### config.mk
export PLATFORM = sky130hd
export DESIGN_NAME = ifetch_queue
export DESIGN_NICKNAME = d
export VERILOG_FILES = /design/src/rtl/ifetch_queue_pkg.sv /design/src/rtl/ifetch_queue_fifo.sv /design/src/rtl/ifetch_queue.sv
export SDC_FILE = /design/constraint.sdc
export NUM_CORES = 1
export LEC_CHECK = 0
export BUFFER_PORTS_ARGS = -buffer_cell sky130_fd_sc_hd__clkbuf_2
export CAP_MARGIN = 20
export CORE_ASPECT_RATIO = 0.8
export CORE_MARGIN = 2
export CORE_UTILIZATION = 45
export CTS_CLUSTER_SIZE = 8
export DETAILED_ROUTE_END_ITERATION = 7
export MAX_ROUTING_LAYER = met4
export SLEW_MARGIN = 10
export SYNTH_ARGS = -nofsm -noshare
export SYNTH_HDL_FRONTEND = slang
export SYNTH_SLANG_ARGS = --single-unit
export TNS_END_PERCENT = 1
### constraint.sdc
create_clock -name clk -period 4.4 [get_ports clk]
set_input_delay 0.88 -clock clk [delete_from_list [all_inputs] [get_ports clk]]
set_output_delay 0.88 -clock clk [all_outputs]
set_load 0.005 [all_outputs]
### src/rtl/ifetch_queue_pkg.sv
// Shared CPU package: reset fetch address, NOP encoding, opcode constants and
// the prefetch queue entry layout used by the instruction fetch stage.
package ifetch_queue_pkg;

  localparam logic [31:0] RESET_PC_DEFAULT = 32'h0000_0000;
  localparam logic [31:0] NOP_INST         = 32'h0000_0000;

  typedef enum logic [5:0] {
    OP_RTYPE = 6'h00,
    OP_J     = 6'h02,
    OP_JAL   = 6'h03,
    OP_BEQ   = 6'h04,
    OP_BNE   = 6'h05,
    OP_ADDI  = 6'h08,
    OP_LW    = 6'h23,
    OP_SW    = 6'h2B
  } opcode_e;

  typedef struct packed {
    logic [31:0] inst;
    logic [31:0] pc4;
  } ifq_entry_t;

  function automatic logic [31:0] word_align(input logic [31:0] addr);
    return {addr[31:2], 2'b00};
  endfunction

endpackage

### src/rtl/ifetch_queue_fifo.sv
// Circular prefetch buffer: power-of-two depth, wrapping read/write pointers
// and a separate occupancy count. Flush empties it in one edge.
module ifq_fifo #(
  parameter int DEPTH = 4,
  parameter int WIDTH = 64
) (
  input  logic                   clk,
  input  logic                   rst,
  input  logic                   push,
  input  logic                   pop,
  input  logic                   flush,
  input  logic [WIDTH-1:0]       wr_data,
  output logic [WIDTH-1:0]       rd_data,
  output logic                   full,
  output logic                   empty,
  output logic [$clog2(DEPTH):0] count
);

  localparam int AW = $clog2(DEPTH);
  localparam int CW = AW + 1;

  logic [WIDTH-1:0] mem [DEPTH];
  logic [AW-1:0]    wr_ptr;
  logic [AW-1:0]    rd_ptr;
  logic             do_push;
  logic             do_pop;

  assign full    = (count == CW'(DEPTH));
  assign empty   = (count == '0);
  assign do_pop  = pop && !empty && !flush;
  assign do_push = push && !flush && (!full || do_pop);
  assign rd_data = mem[rd_ptr];

  always_ff @(posedge clk or posedge rst) begin
    if (rst) begin
      wr_ptr <= '0;
      rd_ptr <= '0;
      count  <= '0;
    end else if (flush) begin
      wr_ptr <= '0;
      rd_ptr <= '0;
      count  <= '0;
    end else begin
      if (do_push) wr_ptr <= wr_ptr + AW'(1);
      if (do_pop)  rd_ptr <= rd_ptr + AW'(1);
      if (do_push && !do_pop)
        count <= count + CW'(1);
      else if (do_pop && !do_push)
        count <= count - CW'(1);
    end
  end

  // Storage needs no reset: only slots below count are ever read out.
  always_ff @(posedge clk) begin
    if (do_push) mem[wr_ptr] <= wr_data;
  end

endmodule

### src/rtl/ifetch_queue.sv
// IF stage prefetch queue: one fetch in flight, responses queued as
// {instruction, pc+4} for the IF/ID register; redirects flush and refetch.
module ifetch_queue
  import ifetch_queue_pkg::*;
#(
  parameter int          DEPTH    = 4,
  parameter logic [31:0] RESET_PC = RESET_PC_DEFAULT
) (
  input  logic        clk,
  input  logic        rst,
  input  logic        redirect,
  input  logic [31:0] redirect_pc,
  input  logic        hold,
  output logic        imem_req,
  output logic [31:0] imem_addr,
  input  logic        imem_ack,
  input  logic [31:0] imem_data,
  output logic        inst_valid,
  output logic [31:0] inst,
  output logic [31:0] pc4
);

  localparam int CW = $clog2(DEPTH) + 1;

  logic [31:0]   fetch_pc;
  logic [31:0]   req_pc;
  logic          outstanding;
  logic          drop;
  logic          push;
  logic          pop;
  logic          full;
  logic          empty;
  logic [CW-1:0] count;
  ifq_entry_t    wr_entry;
  ifq_entry_t    rd_entry;

  // The in-flight request reserves a slot, so the queue can never overflow.
  assign imem_req = !rst && !redirect && !drop && (!outstanding || imem_ack)
                    && ((32'(count) + 32'(outstanding)) < 32'(DEPTH));
  assign imem_addr = fetch_pc;

  assign push     = imem_ack && outstanding && !drop && !redirect;
  assign pop      = inst_valid && !hold && !redirect;
  assign wr_entry = '{inst: imem_data, pc4: req_pc + 32'd4};

  assign inst_valid = !empty;
  assign inst       = empty ? NOP_INST : rd_entry.inst;
  assign pc4        = empty ? 32'd0 : rd_entry.pc4;

  ifq_fifo #(
    .DEPTH (DEPTH),
    .WIDTH ($bits(ifq_entry_t))
  ) u_fifo (
    .clk     (clk),
    .rst     (rst),
    .push    (push),
    .pop     (pop),
    .flush   (redirect),
    .wr_data (wr_entry),
    .rd_data (rd_entry),
    .full    (full),
    .empty   (empty),
    .count   (count)
  );

  // A redirect with a fetch still pending marks its eventual response as stale.
  always_ff @(posedge clk or posedge rst) begin
    if (rst) begin
      fetch_pc    <= RESET_PC;
      req_pc      <= RESET_PC;
      outstanding <= 1'b0;
      drop        <= 1'b0;
    end else if (redirect) begin
      fetch_pc    <= word_align(redirect_pc);
      outstanding <= outstanding && !imem_ack;
      drop        <= outstanding && !imem_ack;
    end else begin
      if (imem_req) begin
        fetch_pc <= fetch_pc + 32'd4;
        req_pc   <= fetch_pc;
      end
      if (imem_req)
        outstanding <= 1'b1;
      else if (imem_ack)
        outstanding <= 1'b0;
      if (imem_ack) drop <= 1'b0;
    end
  end

  ifq_no_overflow: assert property (@(posedge clk) disable iff (rst)
    !(imem_ack && outstanding && full));

endmodule

==> reports/qor.yml, run 1 <==
outcome:
  status: "finished, final reports clean"
synthesis:
  avgSynthCellArea_um2: 15.5
  synth.distinct_cells: 47
  synth_edf_count: 248
  yosysSeqAreaShare_pct: 69.1
  yosys_register_bits: 317
  synth_top_area_share_pct: 56.1
  yosysWarnings: 0
  synth-async-reset-ratio_pct: 21.8
  netlist_area_um2: 13300
  syn_inst: 859
  synthTopCellsByArea: "edfxtp_1 (56%), dfrtp_1 (13%), mux4_2 (11%)"
  synth_flop_cell: "edfxtp_1"
  yosysTopAreaCell: "edfxtp_1"
floorplan:
  die-area_um2: 30900
  ios: 167
  start_util_pct: 45.5
  rows: 56
  core_um2: 29100
  dieWidth_um: 196
  die_h_um: 158
worst_setup_path:
  timing.rr.start: "drop$_DFFE_PP0P_"
  cp_data_arrival_time_ns: 2.50
  startpoint: "u_fifo.rd_ptr[1]$_DFFE_PP0P_"
  r2r-end: "u_fifo.mem[0][34]$_DFFE_PP_"
  r2r_setup_slack_ns: 1.98
  reg2reg_depth: 5
  required_ns: 3.52
  worst-path-max-fanout: 26
  crit_type: "register to output port"
  cp-start-kind: "register"
  critPathCaptureType: "output port"
cts:
  cts_hold_buf: 0
  cts.sinks: 317
  cts_setup_buffers: 0
  cts.path.max_buffers: 3
  clk_pin_slew_worst_paths_ns: 0.05
  cts_resized: 0
  clk_latency_ns: 0.52
  cts_tree: "yes"
  ctsRootBufferMaster: "clkbuf_16"
  cts_made_buffers: 45
  htreeDepth: 2
worst_hold_path:
  hold_path_class: "register to register"
  hold_depth: 2
  hold_end: "req_pc[31]$_DFFE_PP0P_"
  holdCritStartpoint: "req_pc[31]$_DFFE_PP0P_"
pwr:
  power_density_nw_per_um2: 548
  power.leakage_nw: 5.83
  irDropWorstVdd_mv: 0.274
detailed_routing:
  wl_mm: 27.0
  drtPass1Iterations: 5
  ant_nets: 0
  num_vias: 7641
  drtIter0Drc: 453
  avgViaCountPerCell: 5.34
  wl_per_cell_um: 18.9
  drc: 0
cells_and_area:
  area_growth_syn_to_layout_pct: 19.0
  drive_above_1_share_pct: 28.3
  antennaDiodeCount: 0
  fin_util_pct: 54.2
  final_nets: 1119
placement:
  io_buffers: 160
  gp_congestion: 0.828
  place.detailed.hpwl_mm: 16.7
sta:
  tns_ns: 0
  min_period_ns: 3.38
  finalHoldViolations: 0
  setup_violations: 0
  post-route-period-util_pct: 76.7
  worstMarginPinSlew_ns: 1.06
  rsz0062_at_grt: "false"
  slew_violations: 0
  hold_ws_ns: 0.513
  timing.clock.skew_ns: 0.0138
  slew_headroom_pct: 28.9
  max_freq_mhz: 296
global_routing:
  antenna_found_initial: 0
  gr-total-overflow: 0
  grt_max_degree: 65
  grt_pass1_wl_mm: 43.4
  grt.total_usage_pct: 18.6
  grt_pass1_vias: 7858
job:
  maxCapViolCount: 0
## final cells by class
class,instances,area (µm²)
timing repair buffer,177,1030
clock inverter,3,22.5
sequential,317,9180
clock buffer,56,1170
tap,377,472
fill,2441,13300
inverter,10,37.5
multi-input combinational,492,3890
## where the power goes
group,leakage [nW],internal [W],switching (W),total [W]
Sequential,3.11,0.00363,0.000278,0.00391
Clock,0.581,0.00183,0.00115,0.00297
Combinational,2.14,0.000818,0.000962,0.00178
Total,5.83,0.00627,0.00238,0.00866
## routing by layer
metal  up-vias  part of all wire [%]  global-route usage, %
met3        41                   6.3                   3.28
li1       3576                     -                      -
met2       246                    44                   27.8
met5         -                     0                      -
met1      3778                    48                   26.9
met4         0                   1.8                   4.55
## worst max-delay path by stage
stage / slack, ns / to / cells past startpoint
after floorplan: 0.80 / u_fifo.mem[0][10]$_DFFE_PP_ / 3
after global placement: 1.28 / imem_req / 6
after detailed placement: 1.27 / imem_req / 6
after CTS: 0.97 / pc4[12] / 4
after global routing: 0.88 / pc4[16] / 4
final: 1.02 / inst[22] / 4
## state kept, by name (all words and copies together), names as in the netlist
name and cells:
u_fifo.rd_ptr 2, drop 1, u_fifo.wr_ptr 2, outstanding 1
u_fifo.count 3, u_fifo.mem 248, imem_addr 30, req_pc 30
## cell usage after synthesis, drive strengths merged, types with 2 or more instances
library cell / number
nor4: 4
and2: 68
o311ai: 5
xor2: 21
xnor2: 30
nand3: 21
ha: 6
nand2: 142
a211oi: 2
nand3b: 2
edfxtp: 248
inv: 10
clkbuf: 27
dfrtp: 69
mux4: 62
nand4: 22
o21ai: 26
or3: 3
or4: 3
o21a: 3
and3: 9
nor2b: 2
o211ai: 5
nor2: 19
mux2i: 4
nor3: 7
and4: 9
buf: 16
## cells by family (layout without fill, tap and decap cells)
kind of cell    after synthesis  in the layout  share of synthesized area, %
flops                       317            317                          69.1
simple gates                314            314                          11.8
mux                          67             67                          10.9
buf+inv                      53            246                          1.69
xor+xnor                     51             51                          3.37
compound gates               49             49                          2.35
fa+ha+maj                     7              7                         0.716
other cells                   1              4                        0.0283
## worst max-delay path, cell delays in order, from the launching register on
cell and delay [ns]:
dfrtp_2 0.80, buf_4 0.47, mux4_2 0.38, and2_1 0.18
clkbuf_2 0.11
## per-stage QoR
step	total power (W)	instances	worst slack (ns)	area (µm²)
floorplan	0.00499	862	0.795	13300
global placement	0.00576	1373	1.28	14600
detailed placement	0.00579	1373	1.27	14600
CTS	0.00880	1432	0.972	15800
global route	0.00915	1432	0.882	15800
finish	0.00866	1432	1.02	15800
## layout by cell type (no fill, tap or decap), drive strengths merged, types with 3 or more instances in the layout
cell	n
and2	68
and3	9
and4	9
buf	17
clkbuf	216
conb	4
dfrtp	69
edfxtp	248
ha	6
inv	12
mux2i	4
mux4	62
nand2	142
nand3	21
nand4	22
nor2	19
nor3	7
nor4	4
o211ai	5
o21a	3
o21ai	26
o311ai	5
or3	3
or4	3
xnor2	30
xor2	21
(Power assumes the default switching activity.)
==> run 2: changes to the inputs <==
Clock period 4.4 ns to 3.2 ns, I/O delays scaled along.
==> reports/qor.yml, run 2 (same netlist as run 1, synthesis figures left out) <==
outcome:
  status: "finished, final reports clean"
floorplan:
  dieWidth_um: 196  # unchanged
  core_um2: 29100  # unchanged
  die-area_um2: 30900  # unchanged
  die_h_um: 158  # unchanged
  start_util_pct: 45.5  # unchanged
  ios: 167  # unchanged
  rows: 56  # unchanged
pwr:
  power.leakage_nw: 5.90  # +1.3%
  total_power_w: 0.0121  # +39%
  power_density_nw_per_um2: 756  # +38%
  irDropWorstVdd_mv: 0.442  # +62%
cts:
  cts.path.max_buffers: 3  # unchanged
  clk_latency_ns: 0.53  # about the same
  clk_pin_slew_worst_paths_ns: 0.05  # about the same
  cts.sinks: 317  # unchanged
  cts_tree: "yes"
  cts_made_buffers: 45  # unchanged
  cts_setup_buffers: 0  # unchanged
  cts_resized: 0  # unchanged
  cts_hold_buf: 0  # unchanged
  htreeDepth: 2  # unchanged
  ctsRootBufferMaster: "clkbuf_16"
global_routing:
  grt.total_usage_pct: 18.5  # -0.11 points
  grt_max_degree: 66  # +1.5%
  gr-total-overflow: 0  # unchanged
  antenna_found_initial: 0  # unchanged
  grt_pass1_wl_mm: 43.2  # -0.30%
  grt_pass1_vias: 7708  # -1.9%
placement:
  io_buffers: 160  # unchanged
  gp_congestion: 0.821  # -0.77%
  place.detailed.hpwl_mm: 17.3  # +3.4%
  place_area_um2: 14700  # +0.67%
  dp_cells: 1381  # +0.58%
job:
  maxCapViolCount: 0  # unchanged
sta:
  finalHoldViolations: 0  # unchanged
  rsz0062_at_grt: "false"
  slew_headroom_pct: 52.9  # +24 points
  post-route-period-util_pct: 92.4
  worstMarginPinSlew_ns: 0.701  # -0.355 ns
  setup_violations: 0  # unchanged
  timing.clock.skew_ns: 0.0152  # +0.00144 ns
  min_period_ns: 2.96
  slew_violations: 0  # unchanged
  max_freq_mhz: 338
detailed_routing:
  wl_per_cell_um: 19.0  # +0.47%
  num_vias: 7680  # +0.51%
  avgViaCountPerCell: 5.33  # -0.12%
  drc: 0  # unchanged
  wl_mm: 27.3  # +1.1%
  drtPass1Iterations: 5  # unchanged
  drtIter0Drc: 439  # -3.1%
  ant_nets: 0  # unchanged
cells_and_area:
  largest_register_ffs: 248  # unchanged
  fin_util_pct: 54.7  # +0.52 points
  stdcell_area_um2: 15900  # +0.95%
  final_cell_mix: "edfxtp_1 (248), clkbuf_2 (160), nand2_1 (142)"
  final_cell_count_no_fill: 1441  # +0.63%
  area_growth_syn_to_layout_pct: 20.2
  drive_above_1_share_pct: 28.9  # +0.61 points
  regMostFlops: "u_fifo.mem"
  final_nets: 1127  # +0.71%
  antennaDiodeCount: 0  # unchanged
  final_common_cell: "edfxtp_1"
worst_setup_path:
  cp_data_arrival_time_ns: 2.32  # -0.18 ns
  required_ns: 2.56  # -0.96 ns
  crit_type: "register to output port"
  critPathCaptureType: "output port"
  worst-path-max-fanout: 18  # -31%
  cp-start-kind: "register"
worst_hold_path:
  hold_path_class: "primary input to asynchronous set/reset pin"
run 2: cell types whose count changed in the layout (fill, tap and decap cells not counted), sizes merged:
| cell | change |
|---|---|
| clkbuf | +2 |
| buf | +8 |
| inv | -1 |
run 2: per-stage QoR:
stage	setup WS (ns)	setup TNS, ns	hold WS, ns
2_1_floorplan	-0.164	-30.58	0.467
3_3_place_gp	0.464	0	0.509
3_5_place_dp	0.434	0	0.510
4_1_cts	0.191	0	0.162
5_1_grt	0.133	0	0.197
6_report	0.244	0	0.160
run 2: report_power, final:
group | switching (W) | internal (W)
clock network | 0.00158 | 0.00259
registers | 0.000382 | 0.00499
logic | 0.00135 | 0.00116
run 2: area by class of cell:
cell class / instances / area, µm²
Fill cell: 2429 / 13200
Inverter: 10 / 37.5
Tap cell: 377 / 472
Multi-Input combinational cell: 492 / 3890
Timing Repair Buffer: 185 / 1130
Sequential cell: 317 / 9180
Clock inverter: 2 / 36.3
Clock buffer: 58 / 1210
run 2: critical path, cell delays in order, from the launching register on:
cell	delay [ns]
dfrtp_4	0.67
buf_4	0.28
mux4_2	0.51
and2_1	0.18
clkbuf_2	0.12
run 2: worst paths after layout:
path                       slack [ns]  cells after the start                         start                     endpoint
max                              0.24                      4  u_fifo.rd_ptr[0]$_DFFE_PP0P_                     inst[28]
min                              0.16                      2                           rst      outstanding$_DFFE_PP0P_
max reg2reg                      0.49                      8   u_fifo.count[1]$_DFFE_PP0P_  u_fifo.count[2]$_DFFE_PP0P_
min reg2reg                      0.52                      2        req_pc[31]$_DFFE_PP0P_       req_pc[31]$_DFFE_PP0P_
max in group asynchronous        2.40                      3                           rst     imem_addr[2]$_DFFE_PP0P_
min in group clk                 0.32                      3               redirect_pc[22]    imem_addr[22]$_DFFE_PP0P_
run 2: per-layer routing:
| layer | global-route usage (%) | routed length (µm) | up-vias |
|---|---|---|---|
| li1 | - | - | 3590 |
| met1 | 27.5 | 13400 | 3815 |
| met2 | 26.9 | 11900 | 232 |
| met3 | 3.37 | 1650 | 43 |
| met4 | 3.97 | 392 | 0 |
| met5 | - | 0 | - |
